$ cat src/rtl/rxclk_capture_monitor.sv
// ---------------------------------------------------------------------------
// rxclk_capture_monitor
//
// SYSCLK-domain lock tracker for NUM_CH RXCLK->SYSCLK transfer channels.
// Each channel watches its already-registered capture-error bit. It declares
// lock after LOCK_CYCLES consecutive clean cycles. It drops lock and issues
// a one-cycle realign request when ERR_THRESH errors land inside one
// WINDOW-cycle window. It also keeps a saturating total-error count and a
// sticky "error while locked" flag.
//
// Ports:
//   sysclk_i       system clock (only clock)
//   rst_i          asynchronous, active-high reset
//   enable_i       per-channel monitor enable (level)
//   capture_err_i  per-channel capture-error bit, one per SYSCLK cycle
//   clear_i        single-cycle pulse; zeroes err_count_o and sticky_err_o
//   locked_o       channel is in LOCKED
//   all_locked_o   every enabled channel locked, at least one enabled
//   realign_o      one-cycle request to re-phase a channel's RXCLK capture
//   sticky_err_o   set on any error while LOCKED
//   err_count_o    saturating error counts, channel k at [k*CNT_WIDTH +: CNT_WIDTH]
// ---------------------------------------------------------------------------
module rxclk_capture_monitor #(
  parameter int NUM_CH        = 4,
  parameter int LOCK_CYCLES   = 1024,
  parameter int WINDOW        = 65536,
  parameter int ERR_THRESH    = 4,
  parameter int SETTLE_CYCLES = 16,
  parameter int CNT_WIDTH     = 16
) (
  input  logic                        sysclk_i,
  input  logic                        rst_i,
  input  logic [NUM_CH-1:0]           enable_i,
  input  logic [NUM_CH-1:0]           capture_err_i,
  input  logic                        clear_i,
  output logic [NUM_CH-1:0]           locked_o,
  output logic                        all_locked_o,
  output logic [NUM_CH-1:0]           realign_o,
  output logic [NUM_CH-1:0]           sticky_err_o,
  output logic [NUM_CH*CNT_WIDTH-1:0] err_count_o
);

  // Counter widths: clean, window and settle counters only ever hold
  // 0..N-1 because the terminal value triggers the state change instead.
  localparam int CLEAN_W = $clog2(LOCK_CYCLES);
  localparam int WIN_W   = $clog2(WINDOW);
  localparam int SET_W   = $clog2(SETTLE_CYCLES + 1);
  localparam int WERR_W  = $clog2(ERR_THRESH + 1);

  localparam logic [CLEAN_W-1:0] CLEAN_LAST  = CLEAN_W'(LOCK_CYCLES - 1);
  localparam logic [WIN_W-1:0]   WIN_LAST    = WIN_W'(WINDOW - 1);
  localparam logic [SET_W-1:0]   SETTLE_LAST = SET_W'(SETTLE_CYCLES - 1);
  localparam logic [WERR_W-1:0]  WERR_LIMIT  = WERR_W'(ERR_THRESH);

  typedef enum logic [1:0] {
    IDLE    = 2'd0,
    ACQUIRE = 2'd1,
    LOCKED  = 2'd2,
    REALIGN = 2'd3
  } state_t;

  function automatic logic [CNT_WIDTH-1:0] sat_inc(input logic [CNT_WIDTH-1:0] v);
    return (&v) ? v : v + CNT_WIDTH'(1);
  endfunction

  for (genvar k = 0; k < NUM_CH; k++) begin : g_ch
    state_t               state_q, state_d;
    logic [CLEAN_W-1:0]   clean_q, clean_d;
    logic [WIN_W-1:0]     win_q, win_d;
    logic [WERR_W-1:0]    werr_q, werr_d;
    logic [SET_W-1:0]     settle_q, settle_d;
    logic [CNT_WIDTH-1:0] cnt_q, cnt_d;
    logic                 sticky_q, sticky_d;
    logic                 locked_q, locked_d;
    logic                 realign_q, realign_d;
    logic                 err;
    logic                 wrap;
    logic [WERR_W-1:0]    werr_next;

    assign err = capture_err_i[k];

    always_ff @(posedge sysclk_i or posedge rst_i) begin
      if (rst_i) begin
        state_q   <= IDLE;
        clean_q   <= '0;
        win_q     <= '0;
        werr_q    <= '0;
        settle_q  <= '0;
        cnt_q     <= '0;
        sticky_q  <= 1'b0;
        locked_q  <= 1'b0;
        realign_q <= 1'b0;
      end else begin
        state_q   <= state_d;
        clean_q   <= clean_d;
        win_q     <= win_d;
        werr_q    <= werr_d;
        settle_q  <= settle_d;
        cnt_q     <= cnt_d;
        sticky_q  <= sticky_d;
        locked_q  <= locked_d;
        realign_q <= realign_d;
      end
    end

    // Lock FSM
    always_comb begin
      state_d   = state_q;
      clean_d   = clean_q;
      win_d     = win_q;
      werr_d    = werr_q;
      settle_d  = settle_q;
      realign_d = 1'b0;
      wrap      = (win_q == WIN_LAST);
      // The wrap cycle opens the new window, so its error starts from zero.
      werr_next = (wrap ? '0 : werr_q) + WERR_W'(err);

      if (!enable_i[k]) begin
        state_d  = IDLE;
        clean_d  = '0;
        win_d    = '0;
        werr_d   = '0;
        settle_d = '0;
      end else begin
        unique case (state_q)
          IDLE: begin
            state_d = ACQUIRE;
            clean_d = '0;
          end
          ACQUIRE: begin
            if (err) begin
              clean_d = '0;
            end else if (clean_q == CLEAN_LAST) begin
              state_d = LOCKED;
              clean_d = '0;
              win_d   = '0;
              werr_d  = '0;
            end else begin
              clean_d = clean_q + CLEAN_W'(1);
            end
          end
          LOCKED: begin
            win_d = wrap ? '0 : win_q + WIN_W'(1);
            if (werr_next >= WERR_LIMIT) begin
              state_d   = REALIGN;
              realign_d = 1'b1;
              settle_d  = '0;
              win_d     = '0;
              werr_d    = '0;
            end else begin
              werr_d = werr_next;
            end
          end
          REALIGN: begin
            // Errors are deliberately ignored while the capture phase moves.
            if (settle_q == SETTLE_LAST) begin
              state_d  = ACQUIRE;
              clean_d  = '0;
              settle_d = '0;
            end else begin
              settle_d = settle_q + SET_W'(1);
            end
          end
          default: state_d = IDLE;
        endcase
      end
      locked_d = (state_d == LOCKED);
    end

    // Error bookkeeping; clear wins over a same-cycle error.
    always_comb begin
      cnt_d    = cnt_q;
      sticky_d = sticky_q;
      if (clear_i) begin
        cnt_d    = '0;
        sticky_d = 1'b0;
      end else if (err && (state_q != IDLE)) begin
        cnt_d = sat_inc(cnt_q);
        if (state_q == LOCKED) sticky_d = 1'b1;
      end
    end

    assign locked_o[k]                          = locked_q;
    assign realign_o[k]                         = realign_q;
    assign sticky_err_o[k]                      = sticky_q;
    assign err_count_o[k*CNT_WIDTH +: CNT_WIDTH] = cnt_q;
  end

  // Aggregate lock built from registered per-channel lock, hence one extra cycle.
  logic all_locked_q, all_locked_d;

  always_comb begin
    all_locked_d = (&(locked_o | ~enable_i)) & (|enable_i);
  end

  always_ff @(posedge sysclk_i or posedge rst_i) begin
    if (rst_i) all_locked_q <= 1'b0;
    else       all_locked_q <= all_locked_d;
  end

  assign all_locked_o = all_locked_q;

endmodule

$ cat config.mk
export PLATFORM = sky130hd
export DESIGN_NAME = rxclk_capture_monitor
export DESIGN_NICKNAME = d
export VERILOG_FILES = /design/src/rtl/rxclk_capture_monitor.sv
export SDC_FILE = /design/constraint.sdc
export NUM_CORES = 1
export LEC_CHECK = 0
export CORE_MARGIN = 1
export CORE_UTILIZATION = 25
export DETAILED_ROUTE_END_ITERATION = 12
export PLACE_DENSITY = 0.44
export SLEW_MARGIN = 20
export SYNTH_ARGS = -nofsm -noshare
export SYNTH_HDL_FRONTEND = slang
export SYNTH_SLANG_ARGS = --single-unit
$ cat constraint.sdc
create_clock -name sysclk_i -period 11.3 [get_ports sysclk_i]
set_clock_uncertainty 0.1 [all_clocks]
set_input_delay 2.825 -clock sysclk_i [delete_from_list [all_inputs] [get_ports sysclk_i]]
set_output_delay 2.825 -clock sysclk_i [all_outputs]
set_load 0.02 [all_outputs]
Word-level counts from Yosys, hierarchy flattened
Index checks and enable logic that the tools add are counted.
{"block": "totals", "reg_bits": 221, "latch_bits": 0, "ram_bits": 0, "mem_bits_ro": 0, "in_bits": 11, "output_inout_bits": 77, "memories": 0}
{"block": "classes", "n_addsub": 20, "multipliers": 0, "n_div": 0, "magnitude_cmp": 4, "n_eq_ne": 60, "shift": 0, "muxes": 144, "bitwise_logic": 3, "n_reduce_logical": 46}
{"operator": "16-bit 2-to-1 mux", "n": 32}
{"operator": "10-bit 2-to-1 mux", "n": 16}
{"operator": "16-bit by 1-bit adder with 16-bit output (second input constant)", "n": 8}
{"operator": "16-bit case mux with 2 select lines", "n": 4}
{"operator": "10-bit case mux with 3 select lines", "n": 4}
{"operator": "16-bit equality test (second input constant)", "n": 4}
{"operator": "16-bit AND reduction", "n": 4}
{"operator": "3-bit 2-to-1 mux", "n": 20}
{"operator": "5-bit 2-to-1 mux", "n": 12}
{"operator": "3-bit inequality test (second input constant)", "n": 16}
{"operator": "10-bit by 1-bit adder with 10-bit output (second input constant)", "n": 4}
{"operator": "10-bit equality test (second input constant)", "n": 4}
{"operator": "2-bit 2-to-1 mux", "n": 20}
{"operator": "5-bit case mux with 2 select lines", "n": 4}
{"operator": "2-bit case mux with 4 select lines", "n": 4}
{"operator": "2-bit AND reduction", "n": 16}
{"operator": "2-bit equality test (second input constant)", "n": 12}
{"operator": "1-bit 2-to-1 mux", "n": 24}
{"operator": "3-bit by 1-bit inequality test with 1-bit output (second input constant)", "n": 8}
{"operator": "3-bit case mux with 2 select lines", "n": 4}
{"operator": "2-bit nonzero test", "n": 12}
{"operator": "5-bit by 1-bit adder with 5-bit output (second input constant)", "n": 4}
{"operator": "5-bit by 4-bit equality test with 1-bit output (second input constant)", "n": 4}
{"operator": "4-bit by 1-bit inequality test with 1-bit output (second input constant)", "n": 4}
{"operator": "other kinds (12)", "n": 33}

Longest topological paths before layout
{"block": "logic_depth", "depth_word": 8, "depth_mapped": 14}

Least setup slack after synthesis
Ideal clock, no wire load.
{"block": "synth_path", "path_type": "input -> register", "start": "input capture_err_i[0]", "end": "register g_ch[0].win_q[6]", "setup_ps": 110, "t_arrival_ps": 4383, "path_slack_ps": 6707, "path_stages": 7, "path_buffers": 1, "cell_sequence": "ha_1 -> ha_1 -> or2_2 -> and2_1 -> a311o_1 -> clkbuf_1 -> o41ai_1"}
{"block": "synth_via", "elab_chain_len": 5, "elab_cells_between_ends": 7}
{"element": "start: declaration", "line": "34", "source": "input logic [NUM_CH-1:0] capture_err_i,"}
{"element": "3-bit by 1-bit adder with 3-bit output", "line": "116", "source": "werr_next = (wrap ? '0 : werr_q) + WERR_W'(err);"}
{"element": "3-bit >= comparator", "line": "144", "source": "if (werr_next >= WERR_LIMIT) begin"}
{"element": "16-bit 2-to-1 mux", "line": "144"}
{"element": "16-bit case mux with 2 select lines", "line": "125", "source": "unique case (state_q)"}
{"element": "16-bit 2-to-1 mux", "line": "118", "source": "if (!enable_i[k]) begin"}
{"element": "end signal: assignment", "line": "96", "source": "win_q <= win_d;"}
{"element": "end: declaration", "line": "69", "source": "logic [WIN_W-1:0] win_q, win_d;"}
Several ways; a longest one is shown, not always the timed one.
A chain may end at the register's enable or synchronous reset.

Worst setup path after layout
{"block": "layout_path", "start": "input capture_err_i[1]", "end": "register g_ch[1].settle_q[3]"}
{"block": "layout_via", "elab_chain_len": 4}
{"element": "3-bit by 1-bit adder with 3-bit output", "line": "116"}
{"element": "3-bit >= comparator", "line": "144"}
{"element": "3-bit inequality test (no line)"}
{"element": "2-bit AND reduction (no line)"}
{"element": "end signal: assignment", "line": "98", "source": "settle_q <= settle_d;"}
{"element": "end: declaration", "line": "71", "source": "logic [SET_W-1:0] settle_q, settle_d;"}
Every way passes these cells.

==> summary.txt <==
Outcome
  • Outcome: complete, no violations

Timing
  • Final Cycle Share: 42.3%
  • Final setup violation count: 0
  • Fmax: 209 MHz
  • Measured slew at the worst slew-check pin: 0.989 ns
  • Max-slew violations: 0
  • RSZ-0062 raised after global routing: no
  • Slew HR: 33.7%
  • Period minus WS final: 4.78 ns
  • Setup TNS: 0 ns
  • Hold Fails Final Rpt: 0

Yosys
  • Avg Inst Size Synth: 9.18 sq um
  • Top cell type's share of synthesized area: 48.3%
  • Top cells by area, synth: dfrtp_1 (48%), nor2_1 (5.3%), o21ai_0 (4.9%), nand2_1 (4.4%), xnor2_1 (4.1%)
  • Ys flop type: dfrtp_1
  • Ys Warns: 0
  • Syn nets: 1285
  • Post-synthesis async set-or-reset flop share: 100%
  • Distinct cells, synth: 59
  • Main combinational cell family by area after synthesis: simple AND/OR/NAND/NOR gates
  • Yosys top cell by area: dfrtp_1
  • Mux cell area share after synthesis: 0.995%
  • Complex-gate fraction of the synthesized area: 12.8%
  • Cell count after synthesis: 1246
  • Number of flops mapped to enable cells by yosys: 0
  • Post-synthesis xor/xnor area fraction: 6.66%
  • Synth Area in Simple Gates: 25.5%
  • Share of the yosys chip area belonging to registers: 48.3%
  • Synth Cell Area: 11400 sq um
  • Area share of fa/ha/maj cells after synthesis: 3.06%
  • Synthesized flop and latch total: 221

Global routing
  • Initial antenna violation count: 1
  • Remaining global-route overflow: 0
  • Wire length of the first global-routing pass: 47.7 mm
  • Vias in the first global route: 9009
  • Largest net degree at the start of global routing: 124
  • Gr usage total: 12.3%

Place
  • Detailed Place HPWL: 19.2 mm
  • Placed Cells: 1898
  • GPL Wtd Cong: 0.767
  • # port buffers: 87

Worst setup path
  • R2r setup slk: 7.70 ns
  • CP Max Fanout: 7
  • Slowest cell delay on critical path: 0.51 ns
  • FF-to-FF End: g_ch[0].win_q[7]
  • Cell mode on critical path: ha_1
  • Critical Path AT: 5.15 ns
  • Required @ worst endpoint: 11.67 ns
  • Crit path kind: in2reg
  • Critical path's slowest cell: or4_1
  • Critical path endpoint category: flip-flop
  • Worst r2r path cells: 13
  • Critical Path Start Type: input port
  • FF-to-FF Start: g_ch[0].win_q[0]
  • CP Cell Sequence: clkdlybuf4s50_1 -> ha_1 -> ha_1 -> xnor2_1 -> mux2i_2 -> or4_1 -> a21oi_1

Power and ir drop
  • Total power per unit cell area: 128 nW/um^2
  • Max IR drop VDD: 96.7 uV
  • Leak: 0.00565 uW

Worst hold path
  • Endpoint, Worst Hold: g_ch[1].werr_q[1]
  • Hold Crit Class: reg2reg
  • Hold path start: g_ch[1].werr_q[1]
  • Cells on Worst Hold Path: 2

Clocking
  • TritonCTS buffer count: 28
  • H-tree levels: 1
  • CTS Root Cell: clkbuf_16
  • Post-cts resize count: 0
  • Post-CTS Hold Buffers: 0
  • Post-CTS Setup Bufs: 0
  • Clock Pin Slew Worst Setup and Hold Paths: 0.06 ns
  • Clock sinks: 221
  • Worst-skew pair later-pin latency: 0.55 ns
  • Longest Clk Path Bufs: 3
  • CTS tree: built

Drt
  • Final WL: 28.4 mm
  • Wire per inst: 14.5 microns
  • Number of nets with antenna violations after routing: 0
  • Remaining DRCs: 0
  • Vias: 9151
  • Initial drt markers: 512
  • Vias per inst: 4.69
  • First-pass detailed-route iteration total: 4

Floorplan
  • Die height: 216 microns
  • Die Wd: 216 microns
  • Starting density of the core: 25.3%
  • Core area: 45300 sq um
  • Ports: 88
  • Num rows: 78
  • Die area: 46600 sq um

Final layout
  • Nets@finish: 1367
  • Post-synthesis to final-layout area growth: 21.4%
  • Non-filler instance count after layout: 1950
  • Share of cells above drive strength 1: 6.08%

Job
  • Max-cap violations: 0
-- sequential cells by signal, summed over array words and instances, names as in the netlist --
register and count:
all_locked_o 1, g_ch.clean_q 40, g_ch.cnt_q 64, g_ch.locked_q 4, g_ch.realign_q 4, g_ch.settle_q 20, g_ch.state_q 8, g_ch.sticky_q 4
g_ch.werr_q 12, g_ch.win_q 64
-- cells by family after synthesis --
kind of cell             count (synthesis)
adder cells (fa/ha/maj)                 28
multiplexers                            11
flip-flops                             221
AO/OA/AOI/OAI                          239
XOR/XNOR                                87
buffers and inverters                   69
AND/OR/NAND/NOR                        591
-- worst max path at each step --
stage	from	endpoint	slack, ns	cells after the start
after floorplan	rst_i	all_locked_o	2.33	1
after global routing	capture_err_i[0]	g_ch[0].cnt_q[13]	6.39	6
after CTS	enable_i[1]	g_ch[1].win_q[6]	6.47	5
after detailed placement	enable_i[1]	g_ch[1].win_q[6]	5.89	5
after global placement	capture_err_i[1]	g_ch[1].settle_q[3]	5.95	7
final	capture_err_i[1]	g_ch[1].settle_q[3]	6.52	7
-- cell usage in the layout (no fill, tap or decap), types with 32 or more instances in the layout --
master           count
o21ai_0            113
nand3_1             70
nand2_1            134
xor2_1              33
clkdlybuf4s50_1     86
nor3_1              38
dfrtp_1            221
xnor2_1             54
nand4_1             32
a21oi_1             41
nor2_1             161
-- final cells by class --
cell class                 instances  area [sq um]
fill                            4813         31400
multi-input combinational        956          5640
sequential                       221          5530
timing repair buffer              95           926
clock buffer                      41           841
tap                              600           751
inverter                          26           105
clock inverter                    10           104
antenna                            1          2.50
-- power breakdown --
group          internal (uW)  switching [uW]  leakage (uW)  total, uW
Clock                    558             356      0.000473        914
Combinational           17.4            49.9       0.00210       67.2
Sequential               795            5.06       0.00308        800
-- synthesized netlist by cell type, drive strengths merged, types with 28 or more instances --
master	n
xor2	33
and3	32
nor2	161
nand3	70
ha	28
o21ai	113
dfrtp	221
nand2	134
a21oi	43
nand4	32
xnor2	54
nor3	41
-- layer usage --
| metal | up-vias | global-route usage, % | wire, microns |
|---|---|---|---|
| met5 | - | 0 | 0 |
| met1 | 4428 | 17.3 | 14100 |
| li1 | 4581 | - | - |
| met2 | 110 | 18.8 | 12400 |
| met3 | 32 | 3.23 | 1420 |
| met4 | 0 | 2.68 | 451 |
-- critical path: cells and delay by family --
| family | cells | cell delay, ns |
|---|---|---|
| simple gates | 1 | 0.51 |
| buf+inv | 1 | 0.50 |
| xor+xnor | 1 | 0.48 |
| fa+ha+maj | 2 | 0.45 |
| mux | 1 | 0.24 |
| compound gates | 1 | 0.14 |
-- stage by stage --
| stage | hold WS [ns] | util, % | instance area (sq um) | setup WS [ns] | total power (uW) |
|---|---|---|---|---|---|
| 2_1_floorplan | 0.338 | - | 11400 | 2.33 | 856 |
| 3_3_place_gp | 0.359 | 28.6 | 12900 | 5.95 | 884 |
| 3_5_place_dp | 0.369 | 28.6 | 12900 | 5.89 | 884 |
| 4_1_cts | 0.382 | 30.7 | 13900 | 6.47 | 1830 |
| 5_1_grt | 0.406 | 30.7 | 13900 | 6.39 | 1860 |
| 6_report | 0.379 | 30.7 | 13900 | 6.52 | 1780 |
(Power assumes the default switching activity.)
